===== src/rtl/instr_pkg.sv =====
// Shared instruction types for the front end.
// Fetch entries carry the encoding, PC and fault flag.
package Instr;

    typedef logic [31:0] enc_t;

    typedef struct packed {
        enc_t        enc;
        logic [31:0] pc;
        logic        fault;
    } fetch_t;

    typedef enum logic {
        RUN  = 1'b0,
        HALT = 1'b1
    } fstate_e;

endpackage


===== src/rtl/fetch_unit_queue.sv =====
// Synchronous FIFO of fetch entries with flush.
// A flush may coincide with a push; the pushed entry survives.
module fetch_queue
    import Instr::*;
#(
    parameter int DEPTH = 4,
    localparam int AW = $clog2(DEPTH),
    localparam int CW = $clog2(DEPTH + 1)
) (
    input  logic          clk,
    input  logic          rstN,
    input  logic          flush,
    input  logic          push,
    input  fetch_t        pushData,
    input  logic          pop,
    output logic          headValid,
    output fetch_t        head,
    output logic [CW-1:0] count
);

    fetch_t        mem [DEPTH];
    logic [AW:0]   rd;
    logic [AW:0]   wr;
    logic [AW:0]   used;

    assign used      = wr - rd;
    assign count     = CW'(used);
    assign headValid = (rd != wr);
    assign head      = mem[rd[AW-1:0]];

    always_ff @(posedge clk or negedge rstN) begin
        if (!rstN) begin
            rd  <= '0;
            wr  <= '0;
            mem <= '{default: '0};
        end else if (flush) begin
            rd <= '0;
            wr <= {{AW{1'b0}}, push};
            if (push) begin
                mem[0] <= pushData;
            end
        end else begin
            if (push) begin
                mem[wr[AW-1:0]] <= pushData;
                wr <= wr + 1'b1;
            end
            if (pop) begin
                rd <= rd + 1'b1;
            end
        end
    end

endmodule


===== src/rtl/fetch_unit.sv =====
// Instruction fetch stage: sequential PC, credit-limited
// requests, response queue, redirects and fault entries.
module fetch_unit
    import Instr::*;
#(
    parameter logic [31:0] RESET_PC = 32'h0000_0000,
    parameter int          DEPTH    = 4
) (
    input  logic        clk,
    input  logic        rstN,
    input  logic        redirectValid,
    input  logic [31:0] redirectPc,
    output logic        imemReqValid,
    input  logic        imemReqReady,
    output logic [31:0] imemReqAddr,
    input  logic        imemRspValid,
    input  logic [31:0] imemRspData,
    input  logic        imemRspErr,
    output logic        outValid,
    input  logic        outReady,
    output enc_t        outEnc,
    output logic [31:0] outPc,
    output logic        outFault
);

    localparam int CW = $clog2(DEPTH + 1);

    fstate_e       state, stateN;
    logic [31:0]   pc, pcN;
    logic [31:0]   rspPc, rspPcN;
    logic [CW-1:0] inflight, inflightN, inflightAcc;
    logic [CW-1:0] drop, dropN, dropAcc;
    logic [CW-1:0] occ;
    logic [CW:0]   used;

    logic   reqFire, rspKeep, rspDrop, misaligned;
    logic   qPush, qPop, qFlush, qValid;
    fetch_t qIn, qHead;

    assign used         = {1'b0, occ} + {1'b0, inflight};
    assign imemReqValid = (state == RUN) && !redirectValid
                          && (used < (CW+1)'(DEPTH));
    assign imemReqAddr  = pc;
    assign reqFire      = imemReqValid && imemReqReady;
    assign rspKeep      = imemRspValid && (drop == '0);
    assign rspDrop      = imemRspValid && (drop != '0);
    assign misaligned   = |redirectPc[1:0];
    assign qPop         = qValid && outReady && !redirectValid;

    always_comb begin
        inflightAcc = inflight + CW'(reqFire) - CW'(rspKeep);
        dropAcc     = drop - CW'(rspDrop);
        stateN      = state;
        pcN         = pc;
        rspPcN      = rspPc;
        inflightN   = inflightAcc;
        dropN       = dropAcc;
        qPush       = 1'b0;
        qFlush      = 1'b0;
        qIn         = '0;
        if (reqFire) begin
            pcN = pc + 32'd4;
        end
        if (rspKeep) begin
            qPush  = 1'b1;
            qIn    = '{enc: imemRspErr ? '0 : imemRspData,
                       pc: rspPc, fault: imemRspErr};
            rspPcN = rspPc + 32'd4;
            // younger responses still in flight belong to a dead stream
            if (imemRspErr) begin
                stateN    = HALT;
                dropN     = inflightAcc;
                inflightN = '0;
            end
        end
        if (redirectValid) begin
            qFlush    = 1'b1;
            dropN     = dropAcc + inflightAcc;
            inflightN = '0;
            qPush     = misaligned;
            qIn       = '{enc: '0, pc: redirectPc, fault: 1'b1};
            if (misaligned) begin
                stateN = HALT;
            end else begin
                stateN = RUN;
                pcN    = redirectPc;
                rspPcN = redirectPc;
            end
        end
    end

    always_ff @(posedge clk or negedge rstN) begin
        if (!rstN) begin
            state    <= RUN;
            pc       <= RESET_PC;
            rspPc    <= RESET_PC;
            inflight <= '0;
            drop     <= '0;
        end else begin
            state    <= stateN;
            pc       <= pcN;
            rspPc    <= rspPcN;
            inflight <= inflightN;
            drop     <= dropN;
        end
    end

    fetch_queue #(.DEPTH(DEPTH)) u_queue (
        .clk       (clk),
        .rstN      (rstN),
        .flush     (qFlush),
        .push      (qPush),
        .pushData  (qIn),
        .pop       (qPop),
        .headValid (qValid),
        .head      (qHead),
        .count     (occ)
    );

    assign outValid = qValid;
    assign outEnc   = qValid ? qHead.enc   : '0;
    assign outPc    = qValid ? qHead.pc    : '0;
    assign outFault = qValid ? qHead.fault : 1'b0;

endmodule


===== config.mk =====
export PLATFORM = sky130hd
export DESIGN_NAME = fetch_unit
export DESIGN_NICKNAME = d
export VERILOG_FILES = /design/src/rtl/instr_pkg.sv /design/src/rtl/fetch_unit_queue.sv /design/src/rtl/fetch_unit.sv
export SDC_FILE = /design/constraint.sdc
export NUM_CORES = 1
export LEC_CHECK = 0
export ABC_AREA = 1
export CAP_MARGIN = 20
export CORE_ASPECT_RATIO = 0.6
export CORE_UTILIZATION = 50
export DETAILED_ROUTE_END_ITERATION = 6
export PLACE_DENSITY = 0.71
export SYNTH_ARGS = -nofsm -noshare
export SYNTH_HDL_FRONTEND = slang
export SYNTH_SLANG_ARGS = --single-unit

===== constraint.sdc =====
create_clock -name clk -period 4.88 [get_ports clk]
set_clock_uncertainty 0.1 [all_clocks]
set_input_delay 0.488 -clock clk [delete_from_list [all_inputs] [get_ports clk]]
set_output_delay 0.488 -clock clk [all_outputs]
set_load 0.02 [all_outputs]

Yosys cells after proc, flatten, opt, wreduce, memory -nomap -nowiden
Cells that the tools add are included.
{ "totals": {"register_bits": 337, "latchBits": 0, "ramBits": 0, "romBits": 0, "inputBits": 71, "output_inout_bits": 99, "mem_count": 0} }
{ "classes": {"n_addsub": 10, "multipliers": 0, "div": 0, "order_cmp": 4, "eq_ne": 1, "n_shift": 0, "mux": 38, "n_bitwise": 4, "reduce_logical": 18} }
{ "ops": {"columns": ["op", "n"], "rows": [
  ["two-way mux 65 bit", 7],
  ["two-way mux 32 bit", 9],
  ["bitwise mux 260 bit", 1],
  ["two-way mux 260 bit", 1],
  ["binary-select mux 65 bit (select 2 bit)", 1],
  ["demux 65 bit (select 2 bit)", 1],
  ["adder 32 x 3 -> 32 bit, second input constant", 2],
  ["two-way mux 3 bit", 10],
  ["logical AND 1 bit", 8],
  ["two-way mux 1 bit", 8],
  ["nonzero test 2 bit", 4],
  ["adder 3 x 1 -> 3 bit, second input constant", 2],
  [">= comparator 3 bit, second input constant", 2],
  ["NOT 2 -> 3 bit", 2],
  ["subtractor 3 x 1 -> 3 bit", 2],
  ["adder 3 x 3 -> 4 bit", 1],
  ["less-than comparator 4 x 3 -> 1 bit, second input constant", 1],
  ["AND reduction 2 bit", 2],
  ["adder 3 x 1 -> 3 bit", 1],
  ["adder 3 bit", 1],
  ["zero test 3 bit", 1],
  ["less-than comparator 3 x 1 -> 1 bit, second input constant", 1],
  ["!= test 3 bit", 1],
  ["nonzero test 3 bit", 1],
  ["other kinds (4)", 5]
]} }

Logic depth before layout (Yosys ltp)
Gate-level depths: netlist (run 1).
{ "depth": {"word_depth": 10, "ltp_mapped": 22, "depth_no_buf": 21} }

Modules after synthesis
Synthesis (run 1) repeated with hierarchy kept, for this count alone.
{ "unflattened": {"cells_unflattened": 2948, "hier_area_um2": 19518.7} }
{ "modules_own_cells": {"columns": ["module", "n_inst", "cells_each", "area_per_inst_um2", "seq_area_each_um2"], "rows": [
  ["fetch_queue", 1, 1944, 13644.3, 6656.4],
  ["fetch_unit", 1, 1004, 5874.4, 1726.7]
]} }

Worst setup path before layout (run 1)
No wires, ideal clock.
{ "synth_timing": {"kind": "register to register", "startpoint": "reg u_queue.rd[1]", "endpoint": "reg drop[2]", "setup_time_ns": 0.121, "arrival_ns": 4.070, "path_slack_ns": 0.588, "stages_incl_launch_ff": 22, "path_buffers": 3, "path_cell_list": "dfrtp_1 -> buf_2 -> clkinv_1 -> clkbuf_1 -> fa_1 -> xor2_1 -> ha_1 -> nand3b_4 -> inv_1 -> nand3_2 -> buf_2 -> ha_1 -> inv_1 -> ha_1 -> inv_1 -> fa_1 -> inv_1 -> fa_1 -> xor2_1 -> nand2_1 -> nand2_1 -> o21ai_1"} }
{ "synth_between": {"elab_chain_len": 10, "elab_cells_between_ends": 11, "classes_between": "add/sub (5); order compare (1); mux (3); reduce/logical (2)"} }
{ "synth_rtl": {"columns": ["element", "line_no", "source"], "rows": [
  ["start, declared", "fetch_unit_queue.sv:22", "logic [AW:0] rd;"],
  ["start signal, assigned", "fetch_unit_queue.sv:48", "rd <= rd + 1'b1;"],
  ["subtractor 3 bit *", "fetch_unit_queue.sv:26", "assign used = wr - rd;"],
  ["adder 3 x 3 -> 4 bit *", "fetch_unit.sv:40", "assign used = {1'b0, occ} + {1'b0, inflight};"],
  ["less-than comparator 4 x 3 -> 1 bit *", "fetch_unit.sv:42", "&& (used < (CW+1)'(DEPTH));"],
  ["logical AND 1 bit *", "fetch_unit.sv:42", null],
  ["logical AND 1 bit *", "fetch_unit.sv:44", "assign reqFire = imemReqValid && imemReqReady;"],
  ["adder 3 x 1 -> 3 bit *", "fetch_unit.sv:51", "inflightAcc = inflight + CW'(reqFire) - CW'(rspKeep);"],
  ["subtractor 3 x 1 -> 3 bit *", "fetch_unit.sv:51", null],
  ["branches (longest 2 deep; another with adder 3 bit)", null, null],
  ["two-way mux 3 bit *", "fetch_unit.sv:76", "if (redirectValid) begin"],
  ["named net dropN[2]", "fetch_unit.sv:32", "logic [CW-1:0] drop, dropN, dropAcc;"],
  ["end signal, assigned", "fetch_unit.sv:104", "drop <= dropN;"],
  ["end, declared", "fetch_unit.sv:32", null]
]} }
Mark *: on every way through the listed nets, which the timed path passes.
A chain may end at the register's enable or synchronous reset.

Final worst setup path (run 1)
{ "layout_timing": {"startpoint": "reg u_queue.rd[1]", "endpoint": "out outEnc[30]"} }
{ "layout_between": {"elab_chain_len": 5, "elab_cells_between_ends": 6, "classes_between": "eq/ne (1); mux (4); bitwise (1)"} }
{ "layout_rtl": {"columns": ["element", "line_no", "source"], "rows": [
  ["NOT 2 -> 3 bit (implied by the code)", "fetch_unit_queue.sv:29", "assign head = mem[rd[AW-1:0]];"],
  ["binary-select mux 65 bit (select 2 bit)", "fetch_unit_queue.sv:29", null],
  ["two-way mux 65 bit (implied by the code) (2 in series)", "fetch_unit_queue.sv:29", null],
  ["two-way mux 32 bit *", "fetch_unit.sv:121", "assign outEnc = qValid ? qHead.enc : '0;"],
  ["end, declared", "fetch_unit.sv:21", "output enc_t outEnc,"]
]} }
Every way passes the cells marked *; elsewhere a longest branch is shown, timed or not. The select of a mux whose other input is x is not followed.

==> results.md, run 1 <==
- Depth of the CTS H-tree: 2
- Worst slew margin: 0.317
- Root Driver: clkbuf_16
- Hold crit path type: flop to flop
- Min-delay src: u_queue.mem[56]
- Die Width: 242 um
- Endpoints failing hold: 0
- # diodes: 0
- CTS Buffer Depth: 3
- Die footprint: ~35,000 um2
- Max Fclk: 0.234 GHz
- #FFs+latches synth: approximately 340
- Starting Density: 0.511
- TritonCTS clock tree: done
- Ys Warns: 0
- Fin crit share: 0.874
- Top_reg_cell synth: dfrtp_1
- Clock latency on the worst-skew pair: ~540 ps
- Layout cell share with drive strength beyond 1: 0.0486
- Slowest-stage cell, CP: buf_4
- Post-synthesis adder-cell area fraction: 0.0158
- CTS-repair resized insts: 0
- Tot GR Track Use: 0.289
- Mapped Nets: around 2,300
- Hold path depth: 2
- Final critical-path required period: ~4300 ps
- Synth Instances: roughly 2,300
- Seq/Total Area, Yosys: 0.485
- Post-CTS Hold Buffers: 1
- Crit path max fanout: 60
- Maximum vdd drop: around 340 uV
- Pwr Total: between 10 and 15 mW
- Simple-gate share of the synthesized area: 0.187
- Post-CTS Setup Repair Bufs: 0
- I/O pin count: between 150 and 200
- Synthesized cell area: about 17,000 um2
- Crit-path cells: inv_2, buf_4, ha_1, nand3_1, inv_2, buf_4, a21oi_1, clkdlybuf4s50_1
- DRC: 0
- Via density: between 5 and 6
- ANT nets after route: 0
- Min-Delay Endpoint: u_queue.mem[56]
- RSZ-0062 raised after global routing: false
- Worst-Margin Slew: ~1000 ps
- Post-DP HPWL: roughly 34,000 um
- Max cap viols: 0
- Critical path class: flop to output pin
- TNS Setup: 0 ps
- FILL cells: about 3,000
- Port Buffers: ~170
- Async set-reset flop share out of synthesis: 1.00
- CP delay by family, top: buffers and inverters
- EDFF count, synth: 0
- Number of buffers and inverters on the critical path: 5
- Main combinational cell family by area after synthesis: compound AO/OA/AOI/OAI gates
- Number of global-route vias before repair: between 10,000 and 15,000
- Layout area overhead: 17.9%
- Pwr/cell area: between 500 and 600 nW/um2
- Largest net degree at the start of global routing: 110
- Leak: 9.35 nW
- Endpoints failing setup: 0
- Via count: ~16,000
- Overall routed net length: 51,100 um
- Clock Pin Slew Worst Setup and Hold Paths: roughly 60 ps
- Final nets: 2,453
- Status: finished clean
- Cells after DPL: approximately 2,800
- R2r endpoint: drop[2]
- Compound-Gate Fraction of Synth Area: 0.195
- Global-route wire length before repair: between 80,000 and 90,000 um
- Reg2reg start: u_queue.wr[0]
- Syn Area/Cell: 7.66 um2
- First-pass DRT Iterations: 6
- Final Util: 0.602
- Crit path DAT: around 3700 ps
- Crit. End Element: output pin
- Reg-to-reg slack, setup: between 700 and 800 ps
- Mux cell area share after synthesis: 0
- Die height: 146 um
- Global route total overflow: 0
- Cts bufs inserted: 34
- Total core area: approximately 34,000 um2
- FP Rows: 52
- Slowest cell delay on critical path: 680 ps
- Cells on worst reg2reg path: 20
- Count of cell types in the netlist: 44
- Routability Congestion: 0.983
- Crit path required time: about 4300 ps
- Max-slew violations: 0
- # clock sinks: between 300 and 400
- DRT iter0 DRCs: ~1,600
- Post-synthesis xor/xnor area fraction: 0.00811
- Routed wire length per instance: between 15 and 20 um
- Setup crit start kind: flop
- Finished Layout Cells: 2,845
- Initial antenna violation count: 0
layout by cell type, fill, tap and decap left out, types with 3 or more instances in the layout:
cell type and instances:
nand3_1 82, buf_4 23, nor3_1 18, nand2_2 6, inv_1 318, clkdlybuf4s50_1 168
nand4_1 24, o211ai_1 7, o21ai_0 346, nor2_1 154, fa_1 3, buf_12 4
nor2_2 5, inv_2 6, a21oi_1 180, dfrtp_1 333, xnor2_1 4, ha_1 17
nand2_1 473, nand3b_1 6, xor2_1 12, o21ai_1 59, o22ai_1 49, clkbuf_16 37
clkbuf_8 8, clkinv_2 7, clkbuf_1 6
per-stage QoR:
step	hold slack [ps]	setup WS, ps	cell area (um2)
final	380	615	20400
after global placement	358	903	19200
after detailed placement	365	779	19200
after CTS	382	656	20300
after floorplan	92.4	588	17300
after global routing	394	456	20400
cell families after synthesis:
group | after synthesis
xor+xnor | 16
flops | 335
fa+ha+maj | 20
compound gates | 651
buf+inv | 458
simple gates | 777
worst reg2reg max path, delay by kind of cell (launching register included):
| kind | cells | cell delay [ps] |
|---|---|---|
| XOR/XNOR | 2 | 350 |
| flip-flops | 1 | 420 |
| adder cells (fa/ha/maj) | 7 | 2170 |
| AO/OA/AOI/OAI | 1 | 140 |
| AND/OR/NAND/NOR | 4 | 410 |
| buffers and inverters | 6 | 440 |
power by group:
group | internal [mW] | switching (mW)
Clock | 1.61 | 1.15
Sequential | 3.32 | 0.340
Combinational | 1.42 | 2.43
metal layers:
metal / vias to the layer above / track usage / wire [um]
li1: 7513 / - / -
met1: 7546 / 0.442 / 23700
met2: 682 / 0.422 / 22100
met3: 64 / 0.0527 / 4380
met4: 0 / 0.0731 / 904
met5: - / 0 / 0
synth_stat cells (all sizes together), types with 7 or more instances:
| cell type | number | share of area |
|---|---|---|
| inv | 325 | 0.071 |
| nand4 | 24 | 0.0087 |
| o22ai | 49 | 0.018 |
| dfrtp | 335 | 0.49 |
| nand3b | 7 | 0.0038 |
| o21ai | 405 | 0.12 |
| clkbuf | 54 | 0.012 |
| nand2 | 480 | 0.11 |
| xor2 | 12 | 0.0061 |
| a21oi | 181 | 0.053 |
| nand3 | 84 | 0.025 |
| ha | 17 | 0.012 |
| nor2 | 161 | 0.036 |
| o211ai | 7 | 0.0030 |
| nor3 | 19 | 0.0062 |
| buf | 75 | 0.026 |
sequential cells by signal, summed over array words and instances (netlist names):
name / cells
drop: 3
imemReqAddr: 31
inflight: 3
rspPc: 31
state: 1
u_queue.mem: 260
u_queue.rd: 3
u_queue.wr: 3
area by class of cell:
cell class | count | area (um2) | area share
clock inverter | 9 | 101 | 0.00498
sequential | 335 | 8390 | 0.412
multi-input combinational | 1464 | 7010 | 0.344
inverter | 329 | 1250 | 0.0612
timing repair buffer | 198 | 1990 | 0.0976
tap | 459 | 574 | 0.0282
clock buffer | 51 | 1060 | 0.0520
worst max path at each step:
stage               slack [ps]          to  cells after the start     startpoint
CTS                        660  outEnc[30]                      8  u_queue.rd[1]
finish                     620  outEnc[30]                      8  u_queue.rd[1]
global placement           900     drop[2]                     20  u_queue.wr[0]
floorplan                  590     drop[2]                     21  u_queue.rd[1]
global route               460  outEnc[30]                      8  u_queue.rd[1]
detailed placement         780     drop[2]                     20  u_queue.wr[0]
No activity file was read; power rests on OpenSTA's default activity.
==> inputs of run 2 (changes only) <==
- CTS_BUF_LIST: unset -> sky130_fd_sc_hd__clkbuf_8
- MAX_ROUTING_LAYER: unset -> met4
==> run 2 against run 1 <==
  * Wire length grew 0.87%
  * First-iteration DRC count is 1.5% higher
  * Clock power down 13%
  * Worst setup slack got worse by 62 ps
  * Register-to-register slack better by 30 ps
  * Non-clock buffer count unchanged
  * Cell count increased by 1.3%
  * Critical endpoint unchanged
  * Highest routed layer unchanged
  * Power decreased by 3.7%
==> results.md, run 2 (synthesis results as in run 1) <==
- Layout cell share with drive strength beyond 1: 0.0566 (+0.00795)
- Max cap viols: 0 (unchanged)
- CTS Buffer Depth: 3 (unchanged)
- # diodes: 0 (unchanged)
- Max-slew violations: 0 (unchanged)
- Crit path DAT: 3740 ps (+60 ps)
- First-pass DRT Iterations: 6 (unchanged)
- Post-DP HPWL: 33,600 um (-0.17%)
- Final critical-path required period: 4330 ps (+61.5 ps)
- I/O pin count: 170 (unchanged)
- Root Driver: clkbuf_8
- Fin crit share: 0.887 (+0.0126)
- FP Rows: 52 (unchanged)
- DRT iter0 DRCs: 1,582 (+1.5%)
- Final hold slack: 376 ps (-3.52 ps)
- Worst-Margin Slew: 999 ps (-26.2 ps)
- Setup crit start kind: flop
- Via density: 5.49 (-1.2%)
- Pwr/cell area: 488 nW/um2 (-3.2%)
- Crit-path cells: inv_2, buf_4, ha_1, nand3_1, inv_2, buf_4, a21oi_1, clkdlybuf4s50_1
- Number of buffers and inverters on the critical path: 5 (unchanged)
- Most frequent cells in the layout: nand2_1 (473), o21ai_0 (346), inv_1 (339)
- Depth of the CTS H-tree: 2 (unchanged)
- Status: finished clean
- TNS Setup: 0 ps (unchanged)
- Routed wire length per instance: 17.9 um (-0.39%)
- DRC: 0 (unchanged)
- Max Fclk: 0.231 GHz (-1.4%)
- Largest net degree at the start of global routing: 115 (+4.5%)
- Max FFs per register: 260 (unchanged)
- Routability Congestion: 0.990 (+0.77%)
- Overall routed net length: 51,600 um (+0.87%)
- Cts bufs inserted: 54 (+59%)
- Global route total overflow: 0 (unchanged)
- Port Buffers: 169 (unchanged)
- Global-route wire length before repair: 82,600 um (+1.5%)
- Via count: 15,816 (+0.070%)
- Crit path max fanout: 60 (unchanged)
- Starting Density: 0.511 (unchanged)
- Post-CTS Setup Repair Bufs: 0 (unchanged)
- Endpoints failing hold: 0 (unchanged)
- Slowest-stage cell, CP: buf_4
- Die height: 146 um (unchanged)
- Critical path class: flop to output pin
- Most flops, register: u_queue.mem
- Tot GR Track Use: 0.303 (+0.0138)
- Number of global-route vias before repair: 15,072 (+1.8%)
- Pwr Total: 9.89 mW (-3.7%)
- Total core area: 33,800 um2 (unchanged)
- Fin area: 20,300 um2 (-0.53%)
- Clock Pin Slew Worst Setup and Hold Paths: 70 ps (about the same)
- RSZ-0062 raised after global routing: false
- # clock sinks: 335 (unchanged)
- Die Width: 242 um (unchanged)
- Final nets: 2,473 (+0.82%)
- TritonCTS clock tree: done
- ANT nets after route: 0 (unchanged)
- Crit path required time: 4290 ps (about the same)
- Most common cell after layout, fill and taps aside: nand2_1
- Placed cell areas: 19,200 um2 (unchanged)
- Slowest cell delay on critical path: 670 ps (about the same)
- Crit. End Element: output pin
- FILL cells: 3,115 (+2.2%)
- Clock latency on the worst-skew pair: 600 ps (+60 ps)
- Cells on worst reg2reg path: 20 (unchanged)
- Die footprint: 35,300 um2 (unchanged)
- Hold crit path type: input pin to async pin
- Layout area overhead: 17.2%
- CP delay by family, top: buffers and inverters
- Final Util: 0.599 (-0.00322)
- Worst slew margin: 0.334 (+0.0175)
- Leak: 9.39 nW (+0.38%)
- Maximum vdd drop: 265 uV (-21%)
- Endpoints failing setup: 0 (unchanged)
- Initial antenna violation count: 0 (unchanged)
- Crit path depth: 8 (unchanged)
-- run 2: path summary, 6_finish.rpt --
check                                from             end  slack, ps
setup / recovery            u_queue.rd[1]      outEnc[30]        550
hold / removal                       rstN  imemReqAddr[8]        380
setup reg to reg            u_queue.wr[0]         drop[2]        810
hold reg to reg            u_queue.mem[2]  u_queue.mem[2]        380
max in group asynchronous            rstN   u_queue.rd[0]       3200
min in group clk           u_queue.mem[2]  u_queue.mem[2]        380
-- run 2: where the power goes --
group | internal [mW] | switching [mW] | total [mW]
registers | 3.32 | 0.342 | 3.66
clock network | 1.24 | 1.14 | 2.39
logic | 1.42 | 2.42 | 3.84
-- run 2: cell type report --
class,instances,area (um2),share of cell area
repair buffers,198,1990,0.0981
inverters,329,1250,0.0615
clock inverters,32,170,0.00840
flip-flops and latches,335,8390,0.414
well taps,459,574,0.0284
clock buffers,64,881,0.0435
multi-input cells,1464,7010,0.346
-- run 2: stage by stage --
step / worst slack (ps) / instances
final: 554 / 2881
after global routing: 318 / 2881
after CTS: 533 / 2880
after detailed placement: 813 / 2783
after global placement: 909 / 2783
after floorplan: 588 / 2257
-- run 2: timing repair --
item	CTS	global route
resized for setup	0	0
hold buffers	1	0
endpoints found under the hold margin	83	0
-- run 2: per-layer routing --
layer  track usage  part of all wire  wire length (um)
met1         0.445              0.46             23900
met2         0.430              0.43             22400
met3        0.0572             0.084              4310
met4        0.0763             0.019               982
met5             -                 0                 0
